==> src/rtl/clock_factor_ctrl.sv <==
// Division-factor controller: debounces up/down/mode buttons, owns the 5-bit
// factor register and pulses the divider reset around every factor change.
module clock_factor_ctrl #(
  parameter int DEBOUNCE_CYCLES = 1000000,
  parameter int DIV_RST_CYCLES  = 4,
  parameter int SWEEP_PERIOD    = 100000000,
  parameter int FACTOR_MIN      = 0,
  parameter int FACTOR_MAX      = 31,
  parameter int FACTOR_RESET    = 10
) (
  input  logic       clock_factor_ctrl_clk,
  input  logic       clock_factor_ctrl_rst,
  input  logic       clock_factor_ctrl_btn_up,
  input  logic       clock_factor_ctrl_btn_down,
  input  logic       clock_factor_ctrl_btn_mode,
  output logic [4:0] clock_factor_ctrl_factor,
  output logic       clock_factor_ctrl_div_rst,
  output logic       clock_factor_ctrl_mode,
  output logic       clock_factor_ctrl_busy
);

  localparam int DW = $clog2(DEBOUNCE_CYCLES);
  localparam int SW = $clog2(SWEEP_PERIOD);
  localparam int HW = $clog2(DIV_RST_CYCLES + 1);

  localparam logic [DW-1:0] DB_LAST    = DW'(DEBOUNCE_CYCLES - 1);
  localparam logic [SW-1:0] SWEEP_LAST = SW'(SWEEP_PERIOD - 1);
  localparam logic [HW-1:0] HOLD_LAST  = HW'(DIV_RST_CYCLES - 1);
  localparam logic [4:0]    F_MIN      = 5'(FACTOR_MIN);
  localparam logic [4:0]    F_MAX      = 5'(FACTOR_MAX);
  localparam logic [4:0]    F_RST      = 5'(FACTOR_RESET);

  typedef enum logic {IDLE, HOLD} state_t;

  // Button index: 0 = up, 1 = down, 2 = mode.
  logic [2:0]    raw;
  logic [2:0]    sync1, sync2, deb, deb_q, press;
  logic [DW-1:0] db_cnt [3];

  assign raw = {clock_factor_ctrl_btn_mode, clock_factor_ctrl_btn_down,
                clock_factor_ctrl_btn_up};

  // NOTE: sequential state uses non-blocking assignments so every register
  // samples the pre-edge values of the others, whatever the statement order.
  always_ff @(posedge clock_factor_ctrl_clk) begin
    if (clock_factor_ctrl_rst) begin
      sync1 <= '0;
      sync2 <= '0;
      deb   <= '0;
      deb_q <= '0;
      press <= '0;
      for (int i = 0; i < 3; i++) db_cnt[i] <= '0;
    end else begin
      sync1 <= raw;
      sync2 <= sync1;
      deb_q <= deb;
      press <= deb & ~deb_q;
      for (int i = 0; i < 3; i++) begin
        if (sync2[i] == deb[i]) begin
          db_cnt[i] <= '0;
        end else if (db_cnt[i] == DB_LAST) begin
          deb[i]    <= sync2[i];
          db_cnt[i] <= '0;
        end else begin
          db_cnt[i] <= db_cnt[i] + DW'(1);
        end
      end
    end
  end

  state_t        state, state_n;
  logic [4:0]    factor, factor_n, nf, up_nf, dn_nf, wrap_nf;
  logic          div_rst, div_rst_n, mode, mode_n;
  logic [HW-1:0] hold_cnt, hold_cnt_n;
  logic [SW-1:0] sweep_cnt, sweep_cnt_n;

  // Bounds are compared before stepping so the 5-bit factor never overflows.
  assign up_nf   = (factor == F_MAX) ? factor : factor + 5'd1;
  assign dn_nf   = (factor == F_MIN) ? factor : factor - 5'd1;
  assign wrap_nf = (factor == F_MAX) ? F_MIN  : factor + 5'd1;

  // NOTE: every output of this block gets a default first, so no path can
  // leave one unassigned and infer a latch.
  always_comb begin
    state_n     = state;
    factor_n    = factor;
    div_rst_n   = div_rst;
    mode_n      = mode;
    hold_cnt_n  = hold_cnt;
    sweep_cnt_n = sweep_cnt;
    nf          = press[0] ? up_nf : dn_nf;
    case (state)
      IDLE: begin
        if (press[2]) begin
          mode_n      = ~mode;
          sweep_cnt_n = '0;
        end else if (!mode) begin
          if ((press[0] ^ press[1]) && (nf != factor)) begin
            factor_n   = nf;
            div_rst_n  = 1'b1;
            hold_cnt_n = '0;
            state_n    = HOLD;
          end
        end else if (sweep_cnt == SWEEP_LAST) begin
          sweep_cnt_n = '0;
          factor_n    = wrap_nf;
          div_rst_n   = 1'b1;
          hold_cnt_n  = '0;
          state_n     = HOLD;
        end else begin
          sweep_cnt_n = sweep_cnt + SW'(1);
        end
      end
      HOLD: begin
        // Presses arriving here are simply not looked at, hence dropped.
        if (hold_cnt == HOLD_LAST) begin
          state_n   = IDLE;
          div_rst_n = 1'b0;
        end else begin
          hold_cnt_n = hold_cnt + HW'(1);
        end
      end
    endcase
  end

  always_ff @(posedge clock_factor_ctrl_clk) begin
    if (clock_factor_ctrl_rst) begin
      state     <= IDLE;
      factor    <= F_RST;
      div_rst   <= 1'b0;
      mode      <= 1'b0;
      hold_cnt  <= '0;
      sweep_cnt <= '0;
    end else begin
      state     <= state_n;
      factor    <= factor_n;
      div_rst   <= div_rst_n;
      mode      <= mode_n;
      hold_cnt  <= hold_cnt_n;
      sweep_cnt <= sweep_cnt_n;
    end
  end

  assign clock_factor_ctrl_factor  = factor;
  assign clock_factor_ctrl_div_rst = div_rst;
  assign clock_factor_ctrl_mode    = mode;
  assign clock_factor_ctrl_busy    = (state == HOLD);

endmodule

==> config.mk <==
export PLATFORM = sky130hd
export DESIGN_NAME = clock_factor_ctrl
export DESIGN_NICKNAME = d
export VERILOG_FILES = /design/src/rtl/clock_factor_ctrl.sv
export SDC_FILE = /design/constraint.sdc
export NUM_CORES = 1
export LEC_CHECK = 0
export BUFFER_PORTS_ARGS = -buffer_cell sky130_fd_sc_hd__buf_2
export CAP_MARGIN = 20
export CELL_PAD_IN_SITES_DETAIL_PLACEMENT = 0
export CELL_PAD_IN_SITES_GLOBAL_PLACEMENT = 1
export CORE_AREA = 2 2 125 127
export DETAILED_ROUTE_END_ITERATION = 16
export DIE_AREA = 0 0 127 129
export GPL_TIMING_DRIVEN = 0
export PLACE_DENSITY_LB_ADDON = 0.15
export SETUP_SLACK_MARGIN = 0.02
export SYNTH_ARGS = -nofsm -noshare
export SYNTH_HDL_FRONTEND = slang
export SYNTH_SLANG_ARGS = --single-unit
==> constraint.sdc <==
create_clock -name clock_factor_ctrl_clk -period 6.2 [get_ports clock_factor_ctrl_clk]
set_input_delay 0.31 -clock clock_factor_ctrl_clk [delete_from_list [all_inputs] [get_ports clock_factor_ctrl_clk]]
set_output_delay 0.31 -clock clock_factor_ctrl_clk [all_outputs]
set_load 0.005 [all_outputs]
==> results of run 1 <==
==> worst paths after layout <==
| path | from | end | depth (start not counted) |
|---|---|---|---|
| worst max-delay path | clock_factor_ctrl_factor[0]$_SDFFE_PP0P_ | clock_factor_ctrl_factor[3]$_SDFFE_PP1P_ | 12 |
| worst min-delay path | clock_factor_ctrl_btn_up | sync1[0]$_SDFF_PP0_ | 2 |
| worst max register to register | clock_factor_ctrl_factor[0]$_SDFFE_PP0P_ | clock_factor_ctrl_factor[3]$_SDFFE_PP1P_ | 12 |
| worst min register to register | deb_q[2]$_SDFF_PP0_ | press[2]$_SDFF_PP0_ | 1 |
==> Yosys cell counts, drive strengths merged (15+ instances only) <==
library cell | n | share of area
dfxtp | 53 | 0.18
edfxtp | 60 | 0.30
inv | 26 | 0.016
nand2 | 46 | 0.029
nand3 | 41 | 0.035
nand4 | 19 | 0.020
nor2 | 108 | 0.068
nor2b | 15 | 0.016
nor3 | 21 | 0.020
nor4 | 15 | 0.019
o21ai | 17 | 0.017
xnor2 | 45 | 0.066
xor2 | 29 | 0.043
==> sequential cells by signal (all words and copies together), names as in the netlist <==
name	cells
db_cnt	60
sweep_cnt	27
clock_factor_ctrl_factor	5
deb	3
deb_q	3
hold_cnt	3
press	3
sync1	3
sync2	3
clock_factor_ctrl_busy	1
clock_factor_ctrl_div_rst	1
clock_factor_ctrl_mode	1
==> critical path, delay by kind of cell (launching register included) <==
| kind | cells | cell delay [ns] |
|---|---|---|
| flops | 1 | 0.53 |
| compound gates | 2 | 0.39 |
| fa+ha+maj | 3 | 0.71 |
| simple gates | 3 | 0.84 |
| buf+inv | 3 | 0.49 |
| xor+xnor | 1 | 0.13 |
==> layout make-up <==
class	instances	area (sq um)
clock buffers	24	534
clock inverters	8	70.1
plain buffers	19	91.3
repair buffers	11	55.1
flip-flops and latches	113	2860
fillers	1417	7930
well taps	188	235
inverters	27	101
multi-input cells	527	3100
==> metal layers <==
| metal | global-route usage | wire length (um) | up-vias |
|---|---|---|---|
| met5 | 0 | 0 | - |
| met4 | 0.0659 | 195 | 0 |
| met3 | 0.0362 | 349 | 15 |
| met2 | 0.232 | 5150 | 76 |
| met1 | 0.225 | 6090 | 2119 |
| li1 | - | - | 2367 |
==> report_power, final <==
group          internal [mW]  switching, mW  leakage (nW)
registers              0.807         0.0187          1.05
clock network          0.638          0.335         0.306
logic                 0.0175         0.0275          1.12
total                   1.46          0.382          2.47
==> through the flow <==
step                      worst slack, ns  total power, mW  std cells  hold slack [ns]
after floorplan                      3.44            0.872        686            0.367
after global placement               3.02            0.885        885            0.376
after detailed placement             2.98            0.886        885            0.380
after CTS                            2.96             1.87        917            0.109
after global routing                 2.68             1.91        917            0.127
final                                2.98             1.84        917            0.128
==> cell usage in the layout (no fill, tap or decap), types with 5 or more instances in the layout <==
cell and count:
nor2_1 108, edfxtp_1 60, conb_1 60, dfxtp_1 53, nand2_1 46, xnor2_1 45
nand3_1 41, xor2_1 29, inv_1 26, nor3_1 20, nand4_1 19, clkbuf_16 19
clkbuf_1 15, nor2b_1 15, o21ai_0 15, a31oi_1 14, nor4_1 13, buf_2 12
a21oi_1 12, ha_1 11, and3_1 10, or3_1 6, clkinv_2 5
==> cell families after synthesis <==
| logic type | Yosys count | synth area share |
|---|---|---|
| buffers and inverters | 46 | 0.0325 |
| flip-flops | 113 | 0.482 |
| AO/OA/AOI/OAI | 72 | 0.0869 |
| AND/OR/NAND/NOR | 306 | 0.258 |
| multiplexers | 4 | 0.00675 |
| other | 1 | 0.000632 |
| XOR/XNOR | 74 | 0.109 |
| adder cells (fa/ha/maj) | 11 | 0.0232 |
==> impl_metrics.json, run 1 <==
{
  "status": "finished clean",
  "initial_core_util": 0.396,
  "crit_path_frequent_cell": "ha_1",
  "p_per_area_mw_per_mm2": 262,
  "die_w_um": 127,
  "slew_headroom": 0.413,
  "finalClockSkew_ns": 0.00974,
  "num_rows": 45,
  "syn_inst": 627,
  "crit_fanout": 9,
  "grtUsageTotal": 0.158,
  "final-max-slew-violation-count": 0,
  "r2r_slack_ns": 2.98,
  "areaGrowthSynthToFinish_pct": 18.8,
  "wl_per_cell_um": 12.8,
  "grt_max_degree": 17,
  "clk_latency_ns": 0.42,
  "finalCritPeriodShare": 0.520,
  "synthDistinctLibCells": 63,
  "postCtsSetupBuffers": 0,
  "post-route-util": 0.471,
  "worstHoldPathType": "input port to flop",
  "drt-total-wl_um": 11800,
  "ir_worst_vdd_uv": 165,
  "layout.nets": 732,
  "clk_pin_slew_worst_paths_ns": 0.05,
  "ys_seq_area_frac": 0.482,
  "port_buffers": 11,
  "synth_seq_cells": 113,
  "max_stage_delay_ns": 0.53,
  "hold_viol": 0,
  "setup.worst_path.end_class": "flop",
  "setup_viol": 0,
  "ant_nets": 0,
  "postCtsHoldBufs": 0,
  "cts_tree": "done",
  "grt_pass1_wl_um": 20700,
  "gp_congestion": 0.818,
  "finalCriticalPeriod_ns": 3.22,
  "yosysWarnings": 0,
  "core_sq_mm": 0.0150,
  "fmax_mhz": 310,
  "cts_root_buf": "clkbuf_16",
  "grt_pass1_vias": 4267,
  "antenna_cells": 0,
  "tns_ns": 0,
  "cts_buffer_depth": 2,
  "placed_cell_area_sq_mm": 0.00645,
  "rsz0062_at_grt": "no",
  "slowest_stage": "dfxtp_1",
  "crit_chain": "ha_1 -> nand3_1 -> inv_1 -> ha_1 -> clkbuf_1 -> inv_1 -> ha_1 -> xnor2_1 -> or4_1 -> o21a_1 -> nor2_1 -> o211ai_1",
  "start_kind": "flop",
  "ys.flop_type": "edfxtp_1",
  "io_pins": 13,
  "cts_buffers": 17,
  "drive_above_1_share": 0.0823,
  "drt-pass1-iter-count": 4,
  "dr_total_vias": 4577,
  "required_ns": 6.48,
  "arrival_ns": 3.51,
  "avgSynthCellArea_sq_um": 9.46,
  "post-route-drc-count": 0,
  "initialDrtViolationCount": 220,
  "die_h_um": 129,
  "antenna_found_initial": 0,
  "synth_edf_count": 60,
  "cts_htree_levels": 4,
  "clock_sinks": 113,
  "tightest_slew_ns": 0.873,
  "gr-total-overflow": 0,
  "critical_path_class": "flop to flop",
  "die-area_sq_mm": 0.0164,
  "via_per_inst": 4.99,
  "synthesis.area_sq_mm": 0.00593,
  "p_leak_nw": 2.47,
  "dp_hpwl_um": 8290,
  "final_area_sq_mm": 0.00705,
  "cts_resized": 0,
  "cap_violations": 0,
  "synth_async_sr_flop_share": 0
}
(Power assumes the default switching activity.)
==> run 2: changes to the inputs <==
==> constraint.sdc (replaced) <==
create_clock -name clock_factor_ctrl_clk -period 2.75 [get_ports clock_factor_ctrl_clk]
set_input_delay 0.1375 -clock clock_factor_ctrl_clk [delete_from_list [all_inputs] [get_ports clock_factor_ctrl_clk]]
set_output_delay 0.1375 -clock clock_factor_ctrl_clk [all_outputs]
set_load 0.005 [all_outputs]
==> impl_metrics.json, run 2 (synthesized netlist as in run 1, its figures left out) <==
{
  "clk_latency_ns": 0.41,
  "crit_fanout": 9,
  "antenna_found_initial": 0,
  "wl_per_cell_um": 12.9,
  "die_w_um": 127,
  "timing.rr.end": "clock_factor_ctrl_factor[0]$_SDFFE_PP0P_",
  "grt_pass1_vias": 4425,
  "worstHoldPathType": "input port to flop",
  "max_stage_delay_ns": 0.43,
  "cts_htree_levels": 4,
  "slew_headroom": 0.432,
  "io_pins": 13,
  "clock_sinks": 113,
  "initialDrtViolationCount": 240,
  "slowest_stage": "or4_4",
  "final-max-slew-violation-count": 0,
  "crit_chain": "ha_4 -> nand3_1 -> inv_1 -> ha_1 -> buf_4 -> inv_1 -> ha_1 -> xnor2_1 -> or4_4 -> o21a_2 -> o221ai_1 -> a21oi_1",
  "p_seq_frac": 0.461,
  "areaGrowthSynthToFinish_pct": 19.9,
  "p_switching_mw": 0.854,
  "num_rows": 45,
  "hold_viol": 0,
  "whs_path_depth": 2,
  "internal-power_mw": 3.18,
  "drive_above_1_share": 0.0981,
  "fin_cells": 922,
  "layout.nets": 737,
  "post-route-drc-count": 0,
  "finalCritPeriodShare": 0.945,
  "setup_viol": 0,
  "drt-total-wl_um": 11900,
  "p_comb_frac": 0.026,
  "ir_worst_vdd_uv": 381,
  "whs_ns": 0.192,
  "grt_max_degree": 17,
  "rsz0062_at_grt": "yes",
  "grtUsageTotal": 0.159,
  "cts_buffer_depth": 2,
  "cts_root_buf": "clkbuf_16",
  "arrival_ns": 2.86,
  "placedCellCount": 885,
  "critical_path_class": "flop to flop",
  "die-area_sq_mm": 0.0164,
  "initial_core_util": 0.396,
  "finalCriticalPeriod_ns": 2.60,
  "final_area_sq_mm": 0.00712,
  "antenna_cells": 0,
  "largest_reg_flops": 60,
  "clk_pin_slew_worst_paths_ns": 0.05,
  "finalPower_mw": 4.04,
  "p_leak_nw": 2.50,
  "power_frac_clock": 0.513,
  "tightest_slew_ns": 0.845,
  "cts_tree": "done",
  "placed_cell_area_sq_mm": 0.00645,
  "fmax_mhz": 385,
  "die_h_um": 129,
  "ant_nets": 0,
  "status": "finished clean",
  "final_common_cell": "nor2_1",
  "setup.worst_path.start": "clock_factor_ctrl_factor[0]$_SDFFE_PP0P_",
  "core_sq_mm": 0.0150,
  "dr_total_vias": 4546,
  "top_register": "db_cnt",
  "grt_pass1_wl_um": 21000,
  "gr-total-overflow": 0,
  "reg2reg_from": "clock_factor_ctrl_factor[0]$_SDFFE_PP0P_",
  "start_kind": "flop",
  "r2r_slack_ns": 0.15,
  "cap_violations": 0,
  "p_sw_frac": 0.212,
  "dp_hpwl_um": 8400,
  "drt-pass1-iter-count": 4,
  "port_buffers": 11,
  "required_ns": 3.01,
  "cts_buffers": 17,
  "setup.worst_path.end_class": "flop",
  "gp_congestion": 0.808,
  "layout_common_cells": "nor2_1, edfxtp_1, conb_1",
  "p_per_area_mw_per_mm2": 567,
  "reg2reg_depth": 12,
  "via_per_inst": 4.93,
  "cp-endpoint": "clock_factor_ctrl_factor[0]$_SDFFE_PP0P_",
  "finalClockSkew_ns": 0.00707
}
-- run 2: cell count changes in the layout (fill, tap and decap cells not counted), moves of 2 or more --
cell / before / now
dfxtp_1: 53 / 51
buf_4: 1 / 4
clkbuf_1: 15 / 12
clkinv_2: 5 / 7
dlygate4sd3_1: 0 / 3
dfxtp_4: 0 / 2
-- run 2: repair_timing --
item,4_1_cts,5_1_grt
endpoints found under the hold margin,3,0
endpoints found under the setup margin,10,23
setup buffers,1,1
resized for setup,11,10
hold buffers,3,0
pin swaps,1,2
-- run 2: through the flow --
| step | worst slack [ns] | setup TNS (ns) | util |
|---|---|---|---|
| finish | 0.151 | 0 | 0.475 |
| global placement | -0.313 | -2.25 | 0.430 |
| CTS | 0.0263 | 0 | 0.473 |
| detailed placement | -0.288 | -2.20 | 0.430 |
| global route | 0.0132 | 0 | 0.475 |
| floorplan | 0.0719 | 0 | - |
-- run 2: critical path, delay by kind of cell, from the launching register on --
kind | cells | cell delay [ns]
buf+inv | 3 | 0.28
flops | 1 | 0.41
simple gates | 2 | 0.55
xor+xnor | 1 | 0.13
fa+ha+maj | 3 | 0.58
compound gates | 3 | 0.51
-- run 2: how the worst min path moves through the flow --
stage | start | slack (ns) | endpoint
6_report | clock_factor_ctrl_rst | 0.19 | deb_q[0]$_SDFF_PP0_
5_1_grt | clock_factor_ctrl_rst | 0.26 | deb_q[1]$_SDFF_PP0_
3_3_place_gp | deb_q[1]$_SDFF_PP0_ | 0.37 | press[1]$_SDFF_PP0_
4_1_cts | clock_factor_ctrl_rst | 0.17 | deb_q[0]$_SDFF_PP0_
2_1_floorplan | clock_factor_ctrl_btn_up | 0.27 | sync1[0]$_SDFF_PP0_
3_5_place_dp | deb_q[0]$_SDFF_PP0_ | 0.37 | press[0]$_SDFF_PP0_
-- run 2: final cells by class --
type                            instances  area, sq um
Sequential cell                       113         2870
Multi-Input combinational cell        527         3130
Tap cell                              188          235
Clock buffer                           23          520
Inverter                               27          101
Timing Repair Buffer                   16          100
Fill cell                            1442         7860
Buffer                                 19          106
Clock inverter                          9         50.0
-- run 2: power by group through the flow --
| stage | Clock (mW) | Sequential [mW] | Combinational [mW] |
|---|---|---|---|
| after floorplan | 0 | 1.88 | 0.0820 |
| after global placement | 0 | 1.89 | 0.100 |
| after detailed placement | 0 | 1.90 | 0.101 |
| after CTS | 2.12 | 1.86 | 0.105 |
| after global routing | 2.19 | 1.87 | 0.123 |
| final | 2.07 | 1.86 | 0.106 |
-- run 2: routing by layer --
layer,vias to the layer above,share of wire,GRT usage
met2,63,0.43,0.240
met4,0,0.019,0.0646
met5,-,0,0
met1,2092,0.53,0.225
li1,2370,-,-
met3,21,0.025,0.0328
==> run 3: changes to the inputs <==
--- a/config.mk
+++ b/config.mk
@@ -5,13 +5,14 @@
 export SDC_FILE = /design/constraint.sdc
 export NUM_CORES = 1
 export LEC_CHECK = 0
+export ABC_AREA = 1
 export BUFFER_PORTS_ARGS = -buffer_cell sky130_fd_sc_hd__buf_2
 export CAP_MARGIN = 20
 export CELL_PAD_IN_SITES_DETAIL_PLACEMENT = 0
 export CELL_PAD_IN_SITES_GLOBAL_PLACEMENT = 1
-export CORE_AREA = 2 2 125 127
+export CORE_AREA = 2 2 130 132
 export DETAILED_ROUTE_END_ITERATION = 16
-export DIE_AREA = 0 0 127 129
+export DIE_AREA = 0 0 132 134
 export GPL_TIMING_DRIVEN = 0
 export PLACE_DENSITY_LB_ADDON = 0.15
 export SETUP_SLACK_MARGIN = 0.02
==> impl_metrics.json, run 3 <==
{
  "die-area_sq_mm": 0.0177,
  "num_rows": 47,
  "placedCellCount": 1089,
  "yosysMostFrequentCell": "nand2_1",
  "syn_inst": 798,
  "synth_area_leaders": "edfxtp_1, dfxtp_1, nand2_1",
  "post-route-drc-count": 0,
  "reg2reg_from": "clock_factor_ctrl_factor[1]$_SDFFE_PP1P_",
  "cts_buffer_depth": 2,
  "io_pins": 13,
  "antenna_found_initial": 1,
  "grt_pass1_vias": 5032,
  "clk_pin_slew_worst_paths_ns": 0.05,
  "cp-endpoint": "hold_cnt[2]$_SDFFE_PP0P_",
  "seq_area_sq_mm": 0.00287,
  "synthesis.area_sq_mm": 0.00638,
  "port_buffers": 12,
  "critical_path_class": "flop to flop",
  "pre_cts_slack_ns": -0.0456,
  "crit_fanout": 10,
  "drive_above_1_share": 0.118,
  "die_h_um": 134,
  "synth_edf_count": 60,
  "netlist.area_leader.share": 0.282,
  "gp_congestion": 0.805,
  "timing.rr.end": "hold_cnt[2]$_SDFFE_PP0P_",
  "yosysWarnings": 0,
  "clock_sinks": 113,
  "largest_reg_flops": 60,
  "final-max-slew-violation-count": 0,
  "synthDistinctLibCells": 52,
  "clk_latency_ns": 0.41,
  "cts_tree": "done",
  "final_common_cell": "nand2_1",
  "gr-total-overflow": 0,
  "dp_hpwl_um": 10100,
  "status": "finished clean",
  "setup.worst_path.end_class": "flop",
  "die_w_um": 132,
  "fin_cells": 1127,
  "tightest_slew_ns": 0.603,
  "cts_buffers": 17,
  "reg2reg_depth": 16,
  "grt_max_degree": 17,
  "rsz0062_at_grt": "no",
  "initial_core_util": 0.392,
  "synthTopCellsByCount": "nand2_1, nor2_1, inv_1, edfxtp_1, dfxtp_1",
  "cap_violations": 0,
  "setup_slack_ns": 0.199,
  "worstHoldPathType": "input port to flop",
  "setup_viol": 0,
  "p_leak_nw": 3.02,
  "p_per_area_mw_per_mm2": 556,
  "drt-total-wl_um": 13700,
  "ant_nets": 0,
  "slew_headroom": 0.596,
  "initialDrtViolationCount": 322,
  "whs_path_depth": 3,
  "via_per_inst": 4.81,
  "fmax_mhz": 392,
  "synth_seq_cells": 113,
  "start_kind": "flop",
  "wl_per_cell_um": 12.2,
  "cts_root_buf": "clkbuf_16",
  "layout_common_cells": "nand2_1, nor2_1, inv_1",
  "yosysTopAreaCell": "edfxtp_1",
  "core_sq_mm": 0.0163,
  "r2r_slack_ns": 0.20,
  "hold_viol": 0,
  "grt_pass1_wl_um": 23100,
  "ys_seq_area_frac": 0.448,
  "dr_total_vias": 5423,
  "finalClockSkew_ns": 0.0114,
  "ir_worst_vdd_uv": 490,
  "setup.worst_path.start": "clock_factor_ctrl_factor[1]$_SDFFE_PP1P_",
  "areaGrowthSynthToFinish_pct": 19.2,
  "fillers": 1640,
  "multi_input_area_sq_mm": 0.00328,
  "drt-pass1-iter-count": 5,
  "finalCriticalPeriod_ns": 2.55,
  "ys.flop_type": "edfxtp_1",
  "top_register": "db_cnt",
  "synth_async_sr_flop_share": 0,
  "cts_htree_levels": 4,
  "arrival_ns": 2.89,
  "avgSynthCellArea_sq_um": 8.00,
  "layout.nets": 909,
  "finalPower_mw": 4.23,
  "required_ns": 3.09,
  "finalCritPeriodShare": 0.928,
  "grtUsageTotal": 0.161
}
-- run 3: cell count changes after synthesis, sizes merged, moves of 15 or more --
cell,delta
nand2,+101
inv,+78
xnor2,-42
a21oi,+41
nor3,+19
nor2,+16
nor2b,-15
xor2,-15
-- run 3: power by group --
group / internal (mW) / switching [mW]
clock: 1.50 / 0.762
sequential: 1.82 / 0.0362
combinational: 0.0342 / 0.0817
total: 3.35 / 0.880
-- run 3: per-stage QoR --
step / util / TNS, ns / hold slack [ns] / cell area (sq um)
2_1_floorplan: - / 0 / 0.244 / 6610
3_5_place_dp: 0.426 / -0.0989 / 0.359 / 6940
3_3_place_gp: 0.426 / -0.0242 / 0.365 / 6940
4_1_cts: 0.465 / 0 / 0.303 / 7570
6_report: 0.467 / 0 / 0.302 / 7610
5_1_grt: 0.467 / 0 / 0.329 / 7610
-- run 3: cell type report --
class | count | area share
timing repair buffer | 17 | 0.0138
inverter | 105 | 0.0521
sequential | 113 | 0.377
buffer | 14 | 0.00986
clock buffer | 20 | 0.0574
antenna | 1 | 0.000329
clock inverter | 12 | 0.0217
multi-input combinational | 625 | 0.431
tap | 220 | 0.0362
-- run 3: routing by layer --
layer / GRT usage / wire, um / up-vias
li1: - / - / 2833
met1: 0.216 / 7010 / 2491
met5: 0 / 0 / -
met3: 0.0378 / 418 / 16
met4: 0.0616 / 174 / 0
met2: 0.254 / 6100 / 83
-- run 3: cells by family (layout without fill, tap and decap cells) --
kind of cell	Yosys count	in the layout	share of synthesized area
adders and majority gates	11	11	0.0216
AOI/OAI and AO/OA	108	108	0.0955
buffers and inverters	119	168	0.0739
DFF	113	113	0.448
other	1	61	0.000587
and+or+nand+nor	429	429	0.337
xor gates and xnor gates	17	17	0.0233
-- run 3: worst max-delay path: stages (launching register included) --
cell	delay (ns)
dfxtp_4	0.39
ha_1	0.18
nand2_1	0.08
nor2_2	0.11
ha_2	0.21
inv_2	0.07
ha_1	0.28
or2_2	0.29
o211ai_1	0.09
nand2_1	0.09
a21oi_2	0.12
nand2_1	0.07
nand2_2	0.08
nand2_4	0.09
nand2_8	0.10
nand3_1	0.10
a21oi_2	0.12
-- run 3: worst min path at each step --
stage | to | slack, ns | from
5_1_grt | hold_cnt[1]$_SDFFE_PP0P_ | 0.33 | clock_factor_ctrl_rst
3_5_place_dp | sync1[1]$_SDFF_PP0_ | 0.36 | clock_factor_ctrl_btn_down
6_report | hold_cnt[1]$_SDFFE_PP0P_ | 0.30 | clock_factor_ctrl_rst
2_1_floorplan | sync1[0]$_SDFF_PP0_ | 0.24 | clock_factor_ctrl_btn_up
4_1_cts | hold_cnt[1]$_SDFFE_PP0P_ | 0.30 | clock_factor_ctrl_rst
3_3_place_gp | sync1[0]$_SDFF_PP0_ | 0.37 | clock_factor_ctrl_btn_up
-- run 3: what timing repair did --
action,4_1_cts,5_1_grt
buffers inserted,0,2
endpoints found under the hold margin,3,0
hold buffers,3,0
resized for setup,2,7
setup endpoints to repair,8,10
